--- src/rtl/osd_mam_pkg.sv ---
// Shared types and helpers for the MAM burst splitter.
package osd_mam_pkg;

    typedef enum logic [1:0] {
        IDLE,
        ISSUE,
        DATA
    } state_e;

    // Sub-burst length: remaining words clipped to the burst cap and,
    // when enabled, to the words left before the next boundary.
    function automatic logic [13:0] sub_len(
        input logic [13:0] rem,
        input int          max_beats,
        input int          room,
        input bit          bound_en
    );
        int n;
        n = int'(rem);
        if (max_beats < n) n = max_beats;
        if (bound_en && room < n) n = room;
        return n[13:0];
    endfunction

endpackage

--- src/rtl/osd_mam_burst_split.sv ---
// Splits upstream MAM bursts into capped, boundary-safe sub-bursts.
// Boundary clipping is enabled by OSD_MAM_BURST_SPLIT_BOUNDARY_EN.
module osd_mam_burst_split #(
    parameter int DATA_WIDTH = 16,
    parameter int ADDR_WIDTH = 32,
    parameter int MAX_BEATS  = 8,
    parameter int BOUNDARY   = 64
) (
    input  logic                    clk_i,
    input  logic                    rst_ni,
    input  logic                    in_req_valid,
    output logic                    in_req_ready,
    input  logic                    in_req_rw,
    input  logic [ADDR_WIDTH-1:0]   in_req_addr,
    input  logic                    in_req_burst,
    input  logic [13:0]             in_req_beats,
    input  logic                    in_write_valid,
    output logic                    in_write_ready,
    input  logic [DATA_WIDTH-1:0]   in_write_data,
    input  logic [DATA_WIDTH/8-1:0] in_write_strb,
    output logic                    in_read_valid,
    input  logic                    in_read_ready,
    output logic [DATA_WIDTH-1:0]   in_read_data,
    output logic                    out_req_valid,
    input  logic                    out_req_ready,
    output logic                    out_req_rw,
    output logic                    out_req_burst,
    output logic [ADDR_WIDTH-1:0]   out_req_addr,
    output logic [13:0]             out_req_beats,
    output logic                    out_write_valid,
    input  logic                    out_write_ready,
    output logic [DATA_WIDTH-1:0]   out_write_data,
    output logic [DATA_WIDTH/8-1:0] out_write_strb,
    input  logic                    out_read_valid,
    output logic                    out_read_ready,
    input  logic [DATA_WIDTH-1:0]   out_read_data
);
    import osd_mam_pkg::*;

    localparam int BYTES = DATA_WIDTH / 8;
    localparam int OFF_W = $clog2(BOUNDARY);
    localparam logic [ADDR_WIDTH-1:0] STEP = ADDR_WIDTH'(BYTES);
`ifdef OSD_MAM_BURST_SPLIT_BOUNDARY_EN
    localparam bit BOUND_EN = 1'b1;
`else
    localparam bit BOUND_EN = 1'b0;
`endif

    state_e                  state_q;
    logic                    rw_q;
    logic                    burst_q;
    logic [ADDR_WIDTH-1:0]   addr_q;
    logic [13:0]             rem_q;
    logic [13:0]             cnt_q;
    logic [13:0]             sub_beats;
    logic                    in_data;
    logic                    beat;
    int                      room;

    always_comb begin
        room = (BOUNDARY - int'(addr_q[OFF_W-1:0])) / BYTES;
        sub_beats = 14'd1;
        if (burst_q)
            sub_beats = sub_len(rem_q, MAX_BEATS, room, BOUND_EN);
    end

    assign in_data = (state_q == DATA);

    assign in_req_ready  = (state_q == IDLE);
    assign out_req_valid = (state_q == ISSUE);
    assign out_req_rw    = rw_q;
    assign out_req_burst = burst_q;
    assign out_req_addr  = addr_q;
    assign out_req_beats = sub_beats;

    // Data channels only open in the direction of the active request.
    assign out_write_valid = in_data && rw_q && in_write_valid;
    assign in_write_ready  = in_data && rw_q && out_write_ready;
    assign out_write_data  = in_write_data;
    assign out_write_strb  = in_write_strb;
    assign in_read_valid   = in_data && !rw_q && out_read_valid;
    assign out_read_ready  = in_data && !rw_q && in_read_ready;
    assign in_read_data    = out_read_data;

    assign beat = (out_write_valid && out_write_ready)
               || (out_read_valid && out_read_ready);

    always_ff @(posedge clk_i) begin
        if (!rst_ni) begin
            state_q <= IDLE;
            rw_q    <= 1'b0;
            burst_q <= 1'b0;
            addr_q  <= '0;
            rem_q   <= '0;
            cnt_q   <= '0;
        end else begin
            unique case (state_q)
                IDLE: if (in_req_valid) begin
                    rw_q    <= in_req_rw;
                    burst_q <= in_req_burst;
                    addr_q  <= in_req_addr;
                    if (!in_req_burst || in_req_beats == 14'd0)
                        rem_q <= 14'd1;
                    else
                        rem_q <= in_req_beats;
                    state_q <= ISSUE;
                end
                ISSUE: if (out_req_ready) begin
                    cnt_q   <= sub_beats;
                    state_q <= DATA;
                end
                DATA: if (beat) begin
                    rem_q  <= rem_q - 14'd1;
                    cnt_q  <= cnt_q - 14'd1;
                    addr_q <= addr_q + STEP;
                    if (cnt_q == 14'd1)
                        state_q <= (rem_q == 14'd1) ? IDLE : ISSUE;
                end
                default: state_q <= IDLE;
            endcase
        end
    end

endmodule
--- config.mk ---
export PLATFORM = sky130hd
export DESIGN_NAME = osd_mam_burst_split
export DESIGN_NICKNAME = d
export VERILOG_FILES = /design/src/rtl/osd_mam_pkg.sv /design/src/rtl/osd_mam_burst_split.sv
export SDC_FILE = /design/constraint.sdc
export NUM_CORES = 1
export LEC_CHECK = 0
export CORE_MARGIN = 5
export CORE_UTILIZATION = 40
export CTS_CLUSTER_SIZE = 12
export DETAILED_ROUTE_END_ITERATION = 8
export MAX_ROUTING_LAYER = met4
export PLACE_DENSITY = 0.83
export RECOVER_POWER = 25
export SYNTH_ARGS = -nofsm -noshare
export SYNTH_HDL_FRONTEND = slang
export SYNTH_SLANG_ARGS = --single-unit
--- constraint.sdc ---
create_clock -name clk_i -period 2.6 [get_ports clk_i]
set_input_delay 0.26 -clock clk_i [delete_from_list [all_inputs] [get_ports clk_i]]
set_output_delay 0.26 -clock clk_i [all_outputs]
set_load 0.05 [all_outputs]
==> results of run 1 <==
[worst max-delay path, stage by stage (launching register included)]
cell,delay (ns)
sky130_fd_sc_hd__dfxtp_4,0.36
sky130_fd_sc_hd__or4_4,0.51
sky130_fd_sc_hd__or4_4,0.59
sky130_fd_sc_hd__nor2_4,0.14
sky130_fd_sc_hd__and3_4,0.22
sky130_fd_sc_hd__buf_12,0.13
[worst max path at each step]
stage	from	endpoint	slack, ns
final	rem_q[8]	out_req_beats[2]	0.03
after global routing	rem_q[8]	out_req_beats[2]	-0.01
after CTS	rem_q[5]	out_req_beats[2]	0.006
after detailed placement	out_write_ready	out_req_addr[24]	0.22
after global placement	out_write_ready	out_req_addr[24]	0.28
after floorplan	rem_q[8]	out_req_beats[1]	0.08
[cells by family after synthesis]
family	count (synthesis)	share of synthesized area, %
DFF	64	29.5
adders and majority gates	5	1.44
buffers and inverters	95	12.4
AOI/OAI and AO/OA	181	28.2
muxes	3	0.720
xor gates and xnor gates	3	0.605
other	1	0.0864
and+or+nand+nor	221	27.1
[power breakdown]
part | internal [W] | leakage (nW) | total [W] | switching, W
Sequential | 0.00108 | 0.529 | 0.00124 | 0.000151
Clock | 0.000650 | 0.126 | 0.00111 | 0.000461
Combinational | 0.000490 | 1.34 | 0.00129 | 0.000796
[cells in the final DEF (no fill, tap or decap), drive strengths merged, types with 4 or more instances in the layout]
cell type | Yosys | final
buf | 48 | 34
o31a | 4 | 4
clkbuf | 33 | 9
o221a | 5 | 5
conb | 1 | 10
a311oi | 7 | 7
and3 | 12 | 12
nor2 | 50 | 50
a211oi | 8 | 8
dfxtp | 64 | 64
or4 | 6 | 6
nor3 | 23 | 23
nand3b | 4 | 4
nand4 | 10 | 10
nor3b | 5 | 5
nand2 | 43 | 43
nor4 | 18 | 18
a2111oi | 5 | 5
ha | 5 | 5
and2 | 7 | 7
nand3 | 24 | 24
a221oi | 5 | 5
inv | 14 | 16
nor2b | 4 | 4
or3 | 4 | 4
a21oi | 51 | 51
o31ai | 5 | 5
clkdlybuf4s50 | 0 | 90
o221ai | 4 | 4
o21ai | 43 | 43
a31oi | 9 | 9
[metrics by stage]
| step | total power (W) | instance area (µm²) | hold slack [ns] | worst slack [ns] |
|---|---|---|---|---|
| floorplan | 0.00221 | 4380 | 0.396 | 0.0771 |
| global placement | 0.00245 | 5290 | 0.455 | 0.281 |
| detailed placement | 0.00249 | 5290 | 0.467 | 0.218 |
| CTS | 0.00361 | 5570 | 0.478 | 0.00625 |
| global route | 0.00378 | 5610 | 0.488 | -0.00988 |
| finish | 0.00363 | 5610 | 0.476 | 0.0328 |
[area by class of cell]
class / instances / share of cell area (%)
Multi-Input combinational cell: 423 / 46.0
Sequential cell: 64 / 23.1
Timing Repair Buffer: 125 / 22.4
Tap cell: 140 / 3.12
Clock inverter: 7 / 2.28
Clock buffer: 9 / 2.21
Inverter: 14 / 0.937
[layer usage]
layer / vias to the layer above / track usage [%] / share of wire (%)
met5: - / - / 0
met2: 226 / 35.6 / 47
met4: 0 / 6.97 / 2.2
met1: 2236 / 27.4 / 43
met3: 37 / 4.18 / 8.0
li1: 2226 / - / -
[sequential cells by signal, indices dropped and copies added (netlist names)]
register	flops
cnt_q	14
out_req_addr	32
out_req_burst	1
out_req_rw	1
rem_q	14
state_q	2
[repair_timing]
item,in CTS,in global routing
endpoints found under the setup margin,3,2
hold buffers,0,0
setup buffers,2,4
gates resized for setup,6,3
pin swaps,5,3
==> flow_summary.yaml, run 1 <==
outcome:
  run_status: "complete, no violations"
final_layout:
  n_antenna_cell: 0
  multi_input_comb_area_mm2: 0.00258
  fillCellCount: 1017
  drive_above_1_share_pct: 11.4
  layout.area.seq_mm2: 0.00129
  layout-area-overhead-vs-synth_pct: 29.1
  layout.nets: 732
  core_occupancy_in_the_finished_layout_pct: 52.2
  finish.cell_count_without_fillers: 782
yosys:
  synth.area.top_cells: "sky130_fd_sc_hd__dfxtp_1, sky130_fd_sc_hd__buf_4, sky130_fd_sc_hd__a21oi_1"
  mappedNetlistArea_mm2: 0.00434
  synth.yosys.seq_area_share_pct: 29.5
  synthesis.area_per_instance_um2: 7.58
  synthFlopType: "sky130_fd_sc_hd__dfxtp_1"
  synth.largest_area_cell: "sky130_fd_sc_hd__dfxtp_1"
  yosys_warnings: 0
  post_synth_num_cell_types: 75
  ranking_of_synthesized_cells_by_instance_count: "sky130_fd_sc_hd__dfxtp_1, sky130_fd_sc_hd__a21oi_1, sky130_fd_sc_hd__nor2_1"
  synth_edf_count: 0
  synth-seq-cells: 64
  synth_cells: 573
  most_instantiated_library_cell_after_synthesis: "sky130_fd_sc_hd__dfxtp_1"
  async_flop_share_pct: 0
  synth.top_cell.area_share_pct: 29.5
worst_setup_path:
  reg_to_reg_slack_setup_ns: 0.38
  criticalPathCategory: "reg -> out"
  critPathMaxFanout: 6
  reg2reg_from: "rem_q[0]"
  worstReg2RegEnd: "rem_q[10]"
  setup.worst_path.end_class: "output port"
  crit_arrival_ns: 2.31
  critPathRequiredTime_ns: 2.34
  timing.reg2reg.worst_path_depth: 7
  crit_path_start_kind: "flop"
routing:
  detail_route.wl_per_cell_um: 18.4
  antenna_left: 0
  routed_wl_mm: 14.4
  drt_drc_violations_left: 0
  via_per_inst: 6.04
  drt_first_pass_iters: 5
  detailroute.via_count: 4725
  detailed_router_s_first_iteration_violation_count: 388
timing:
  fin_tns_setup_ns: 0
  fin_worst_skew_ns: 0.00737
  maxClockFrequency_mhz: 390
  timing.final.crit_period_ns: 2.57
  timing.max_slew.rel_slack_pct: 50.7
  setup_viol_count_final: 0
  timing_hold_violations_final: 0
  pin_slew_with_the_least_headroom_to_its_limit_ns: 0.738
  grt_setup_unrepaired: "true"
  timing.final.max_slew_violations: 0
  fin_crit_sh_pct: 98.7
clock_network:
  cts-root-buf: "sky130_fd_sc_hd__clkbuf_8"
  number_of_clock_buffers_inserted_by_tritoncts: 9
  number_of_h_tree_levels: 3
  worst_skew_pair.late_latency_ns: 0.35
  tritoncts: "built"
  cts_buffer_depth: 2
  clk_pin_slew_worst_paths_ns: 0.08
  numClockSinks: 64
min_path:
  hold_path_startpoint: "out_req_addr[0]"
  min-delay-path-class: "reg -> reg"
  hold-path-endpoint: "out_req_addr[0]"
  timing.hold.worst_path_depth: 2
grt:
  grt_antenna_before_repair: 0
  maximum_number_of_pins_on_one_net_before_global_route_repair: 35
  overflow: 0
  grt_first_pass_wirelength_mm: 22.5
  first_global_vias: 4396
  grt.total_usage_pct: 21.9
place:
  number_of_input_and_output_port_buffers_inserted: 99
  gp_congestion: 0.927
  numPlacedInstances: 760
  place_hpwl_mm: 10.4
die:
  chipHeight_um: 114
  die_footprint_mm2: 0.0130
  placementRows: 38
  design.portCount: 178
  initial_core_utilization_pct: 40.4
  core-area_mm2: 0.0107
  chipWidth_um: 114
pwr:
  power_density_mw_per_mm2: 648
  leakage_nw: 1.99
  ir_worst_vdd_uv: 281
flow_run:
  maxCapViolations: 0
No activity file was read; power rests on OpenSTA's default activity.
==> run 2: changes to the inputs <==
--- a/config.mk
+++ b/config.mk
@@ -5,7 +5,8 @@
 export SDC_FILE = /design/constraint.sdc
 export NUM_CORES = 1
 export LEC_CHECK = 0
-export CORE_MARGIN = 5
+export CORE_ASPECT_RATIO = 0.75
+export CORE_MARGIN = 3
 export CORE_UTILIZATION = 40
 export CTS_CLUSTER_SIZE = 12
 export DETAILED_ROUTE_END_ITERATION = 8
==> flow_summary.yaml, run 2 (synthesized netlist as in run 1, its figures left out) <==
grt:
  overflow: 0
  grt_antenna_before_repair: 0
  grt_first_pass_wirelength_mm: 22.4
  first_global_vias: 4396
  grt.total_usage_pct: 23.3
  maximum_number_of_pins_on_one_net_before_global_route_repair: 31
clock_network:
  numClockSinks: 64
  cts.hold.buffers_added: 0
  clk_pin_slew_worst_paths_ns: 0.06
  tritoncts: "built"
  number_of_clock_buffers_inserted_by_tritoncts: 9
  worst_skew_pair.late_latency_ns: 0.33
  cts_buffer_depth: 2
  number_of_h_tree_levels: 3
  cts-root-buf: "sky130_fd_sc_hd__clkbuf_16"
routing:
  drt_drc_violations_left: 0
  detailroute.via_count: 4814
  drt_first_pass_iters: 5
  detailed_router_s_first_iteration_violation_count: 582
  detail_route.wl_per_cell_um: 18.1
  routed_wl_mm: 13.9
  via_per_inst: 6.24
  antenna_left: 0
pwr:
  ir_worst_vdd_uv: 384
  power_density_mw_per_mm2: 682
  leakage_nw: 1.99
timing:
  timing_hold_violations_final: 0
  fin_crit_sh_pct: 97.3
  timing.final.crit_period_ns: 2.53
  whs_ns: 0.451
  fin_tns_setup_ns: 0
  setup_viol_count_final: 0
  grt_setup_unrepaired: "false"
  maxClockFrequency_mhz: 395
  fin_worst_skew_ns: 0.00490
  timing.max_slew.rel_slack_pct: 52.9
  timing.final.max_slew_violations: 0
  pin_slew_with_the_least_headroom_to_its_limit_ns: 0.705
die:
  placementRows: 32
  design.portCount: 178
  chipHeight_um: 96.2
  chipWidth_um: 126
  die_footprint_mm2: 0.0122
  initial_core_utilization_pct: 41.5
  core-area_mm2: 0.0105
min_path:
  min-delay-path-class: "reg -> reg"
final_layout:
  largest_register_ffs: 32
  drive_above_1_share_pct: 9.91
  layout.nets: 727
  n_antenna_cell: 0
  layout-area-overhead-vs-synth_pct: 29.5
  fillCellCount: 946
  mostFrequentLayoutCells: "sky130_fd_sc_hd__clkdlybuf4s50_1, sky130_fd_sc_hd__dfxtp_1, sky130_fd_sc_hd__a21oi_1"
  layout.cells.most_common: "sky130_fd_sc_hd__clkdlybuf4s50_1"
worst_setup_path:
  setup.worst_path.end_class: "output port"
  crit_arrival_ns: 2.27
  crit_path_start_kind: "flop"
  criticalPathCategory: "reg -> out"
  critPathMaxFanout: 4
  critPathRequiredTime_ns: 2.34
flow_run:
  maxCapViolations: 0
outcome:
  run_status: "complete, no violations"
place:
  place_hpwl_mm: 9.92
  number_of_input_and_output_port_buffers_inserted: 99
  gp_congestion: 0.937
## run 2: cell count changes in the layout (fill, tap and decap cells not counted), moves of 2 or more
cell / delta
sky130_fd_sc_hd__dfxtp_1: +3
sky130_fd_sc_hd__buf_4: -5
sky130_fd_sc_hd__dfxtp_4: -2
sky130_fd_sc_hd__clkbuf_16: +9
sky130_fd_sc_hd__clkinv_4: -2
sky130_fd_sc_hd__clkbuf_8: -7
## run 2: where the power goes
group | switching, W | internal, W | leakage [nW]
registers | 0.000151 | 0.00109 | 0.527
logic | 0.000791 | 0.000484 | 1.31
clock network | 0.000440 | 0.000885 | 0.159
## run 2: worst max-delay path: stages (launching register included)
cell and delay [ns]:
sky130_fd_sc_hd__dfxtp_1 0.32, sky130_fd_sc_hd__or4_4 0.55, sky130_fd_sc_hd__or4_4 0.56, sky130_fd_sc_hd__nor2_4 0.15, sky130_fd_sc_hd__and3_4 0.22, sky130_fd_sc_hd__buf_12 0.13
## run 2: final cells by class
type / count / area (µm²) / area share (%)
repair buffers: 120 / 1220 / 21.6
clock inverters: 3 / 65.1 / 1.16
inverters: 14 / 52.6 / 0.934
well taps: 136 / 170 / 3.03
flip-flops and latches: 64 / 1290 / 22.9
multi-input cells: 423 / 2580 / 45.8
clock buffers: 12 / 256 / 4.56
## run 2: path summary, 6_finish.rpt
check / from / end / slack (ns) / depth (start not counted)
worst max-delay path: rem_q[11] / out_req_beats[2] / 0.07 / 5
worst max register to register: rem_q[0] / rem_q[10] / 0.34 / 7
worst min register to register: out_req_addr[0] / out_req_addr[0] / 0.45 / 2
worst min-delay path: out_req_addr[0] / out_req_addr[0] / 0.45 / 2
## run 2: metal layers
layer  vias up  share of wire [%]  GRT usage, %
li1       2208                  -             -
met1      2275                 43          30.6
met2       307                 45          36.2
met3        24                 10          5.44
met4         0                1.4          6.43
met5         -                  0             -
## run 2: through the flow
stage	area, µm²	cells	power (W)	worst slack [ns]	util, %
after floorplan	4380	582	0.00221	0.0771	-
after global placement	5280	755	0.00245	0.267	50.5
after detailed placement	5280	755	0.00248	0.188	50.5
after CTS	5620	772	0.00382	0.000412	53.8
after global routing	5620	772	0.00398	0.0183	53.8
final	5620	772	0.00384	0.0700	53.8
## run 2: repair_timing
action                                 4_1_cts  5_1_grt
setup endpoints to repair                    3        2
endpoints found under the hold margin        0        0
pin swaps                                    4        1
gates resized for setup                      2        2
buffers inserted                             2        0
==> run 3: changes to the inputs <==
--- a/config.mk
+++ b/config.mk
@@ -13,6 +13,8 @@
 export MAX_ROUTING_LAYER = met4
 export PLACE_DENSITY = 0.83
 export RECOVER_POWER = 25
+export SETUP_SLACK_MARGIN = 0.05
+export SLEW_MARGIN = 30
 export SYNTH_ARGS = -nofsm -noshare
 export SYNTH_HDL_FRONTEND = slang
 export SYNTH_SLANG_ARGS = --single-unit
==> flow_summary.yaml, run 3 (synthesized netlist as in run 1, its figures left out) <==
pwr:
  combinationalPowerShare_pct: 33.6
  netSwitchingPower_w: 0.00139
  power.share.sequential_pct: 32.0
  ir_worst_vdd_uv: 385
  power_frac_clock_pct: 34.4
  power_density_mw_per_mm2: 682
  power.switching_fraction_pct: 36.1
  leakage_nw: 2.01
  p_int_w: 0.00246
  total_power_w: 0.00386
die:
  initial_core_utilization_pct: 41.5
  chipWidth_um: 126
  chipHeight_um: 96.2
  placementRows: 32
  die_footprint_mm2: 0.0122
  core-area_mm2: 0.0105
  design.portCount: 178
worst_setup_path:
  cpMostUsedCell: "sky130_fd_sc_hd__or4_4"
  crit_chain: "or4_4, or4_4, nor2_4, and3_4, buf_12"
  critical-path-max-stage-delay_ns: 0.61
  setup.worst_path.end_class: "output port"
  crit_arrival_ns: 2.30
  timing.critical_path.slowest_stage_cell: "sky130_fd_sc_hd__or4_4"
  worstReg2RegEnd: "rem_q[13]"
  reg2reg_from: "rem_q[11]"
  criticalPathCategory: "reg -> out"
  critPathMaxFanout: 4
  timing.reg2reg.worst_path_depth: 6
  crit_path_start_kind: "flop"
  reg_to_reg_slack_setup_ns: 0.30
  critPathRequiredTime_ns: 2.34
place:
  number_of_input_and_output_port_buffers_inserted: 99
  place_hpwl_mm: 9.92
  postPlaceCellArea_mm2: 0.00528
  gp_congestion: 0.937
grt:
  maximum_number_of_pins_on_one_net_before_global_route_repair: 31
  overflow: 0
  grt_antenna_before_repair: 0
  grt.total_usage_pct: 23.5
  first_global_vias: 4472
  grt_first_pass_wirelength_mm: 22.6
final_layout:
  largest_register_ffs: 32
  core_occupancy_in_the_finished_layout_pct: 54.1
  drive_above_1_share_pct: 10.5
  layout.cells.most_common: "sky130_fd_sc_hd__clkdlybuf4s50_1"
  layout.nets: 730
  n_antenna_cell: 0
  mostFrequentLayoutCells: "sky130_fd_sc_hd__clkdlybuf4s50_1, sky130_fd_sc_hd__dfxtp_1, sky130_fd_sc_hd__a21oi_1"
  layout-area-overhead-vs-synth_pct: 30.1
  fillCellCount: 943
  design_area_mm2: 0.00565
routing:
  detailroute.via_count: 4821
  routed_wl_mm: 14.1
  drt_first_pass_iters: 5
  via_per_inst: 6.22
  detailed_router_s_first_iteration_violation_count: 574
  antenna_left: 0
  detail_route.wl_per_cell_um: 18.2
  drt_drc_violations_left: 0
min_path:
  timing.hold.worst_path_depth: 2
  hold_path_startpoint: "out_req_addr[0]"
  hold-path-endpoint: "out_req_addr[0]"
  min-delay-path-class: "reg -> reg"
flow_run:
  maxCapViolations: 0
clock_network:
  clk_pin_slew_worst_paths_ns: 0.06
  numClockSinks: 64
  cts-root-buf: "sky130_fd_sc_hd__clkbuf_16"
  worst_skew_pair.late_latency_ns: 0.33
  cts.hold.buffers_added: 0
  number_of_clock_buffers_inserted_by_tritoncts: 9
  tritoncts: "built"
  number_of_h_tree_levels: 3
  cts_buffer_depth: 2
timing:
  fin_worst_skew_ns: 0.00475
  grt_setup_unrepaired: "true"
  timing.final.crit_period_ns: 2.56
  fin_crit_sh_pct: 98.4
  timing_hold_violations_final: 0
  setup_viol_count_final: 0
  maxClockFrequency_mhz: 391
  timing.final.max_slew_violations: 0
  timing.max_slew.rel_slack_pct: 54.1
  pin_slew_with_the_least_headroom_to_its_limit_ns: 0.687
outcome:
  run_status: "complete, no violations"
-- run 3: cell types whose count changed in the layout (fill, tap and decap cells not counted) --
cell / previous run / this run
sky130_fd_sc_hd__buf_4: 22 / 25
sky130_fd_sc_hd__dfxtp_1: 62 / 61
sky130_fd_sc_hd__dfxtp_4: 1 / 2
-- run 3: worst max-delay path: cells and delay by family (launching register included) --
kind	cells	cell delay, ns
flip-flops	1	0.32
AND/OR/NAND/NOR	4	1.51
buffers and inverters	1	0.13
-- run 3: routing by layer --
layer	vias to the layer above	routed length, µm	GRT usage, %
li1	2213	-	-
met1	2282	6070	30.7
met2	302	6420	36.7
met3	24	1450	5.49
met4	0	177	6.79
met5	-	0	-
-- run 3: power groups by stage --
stage | registers, W | logic [W] | clock network [W]
after CTS | 0.00123 | 0.00128 | 0.00133
final | 0.00123 | 0.00130 | 0.00133
after global routing | 0.00125 | 0.00138 | 0.00137
after floorplan | 0.00142 | 0.000785 | 0
after global placement | 0.00124 | 0.00121 | 0
after detailed placement | 0.00125 | 0.00124 | 0
-- run 3: stage by stage --
stage          worst slack, ns  setup TNS (ns)  hold slack [ns]  instances
4_1_cts                 0.0466               0            0.458        775
3_5_place_dp             0.188               0            0.451        755
3_3_place_gp             0.267               0            0.440        755
5_1_grt               -0.00395        -0.00395            0.477        775
6_report                0.0428               0            0.451        775
2_1_floorplan           0.0771               0            0.396        582
-- run 3: worst max-delay path by stage --
stage              startpoint          endpoint  slack, ns  cells after the start
4_1_cts             rem_q[11]  out_req_beats[2]       0.05                      5
3_3_place_gp   out_read_valid  out_req_addr[30]       0.27                      7
2_1_floorplan        rem_q[8]  out_req_beats[1]       0.08                      5
3_5_place_dp   out_read_valid  out_req_addr[31]       0.19                      6
6_report            rem_q[11]  out_req_beats[2]       0.04                      5
5_1_grt             rem_q[11]  out_req_beats[2]     -0.004                      5
-- run 3: timing repair --
item / CTS / global route
endpoints found under the setup margin: 3 / 3
resized for setup: 5 / 1
pin swaps: 4 / 0
setup buffers: 5 / 0
-- run 3: final cells by class --
type                       instances  area (µm²)  area share, %
sequential                        64        1290           22.8
clock inverter                     3        65.1           1.15
inverter                          14        52.6          0.930
clock buffer                      12         256           4.54
multi-input combinational        423        2580           45.6
tap                              136         170           3.01
timing repair buffer             123        1240           21.9
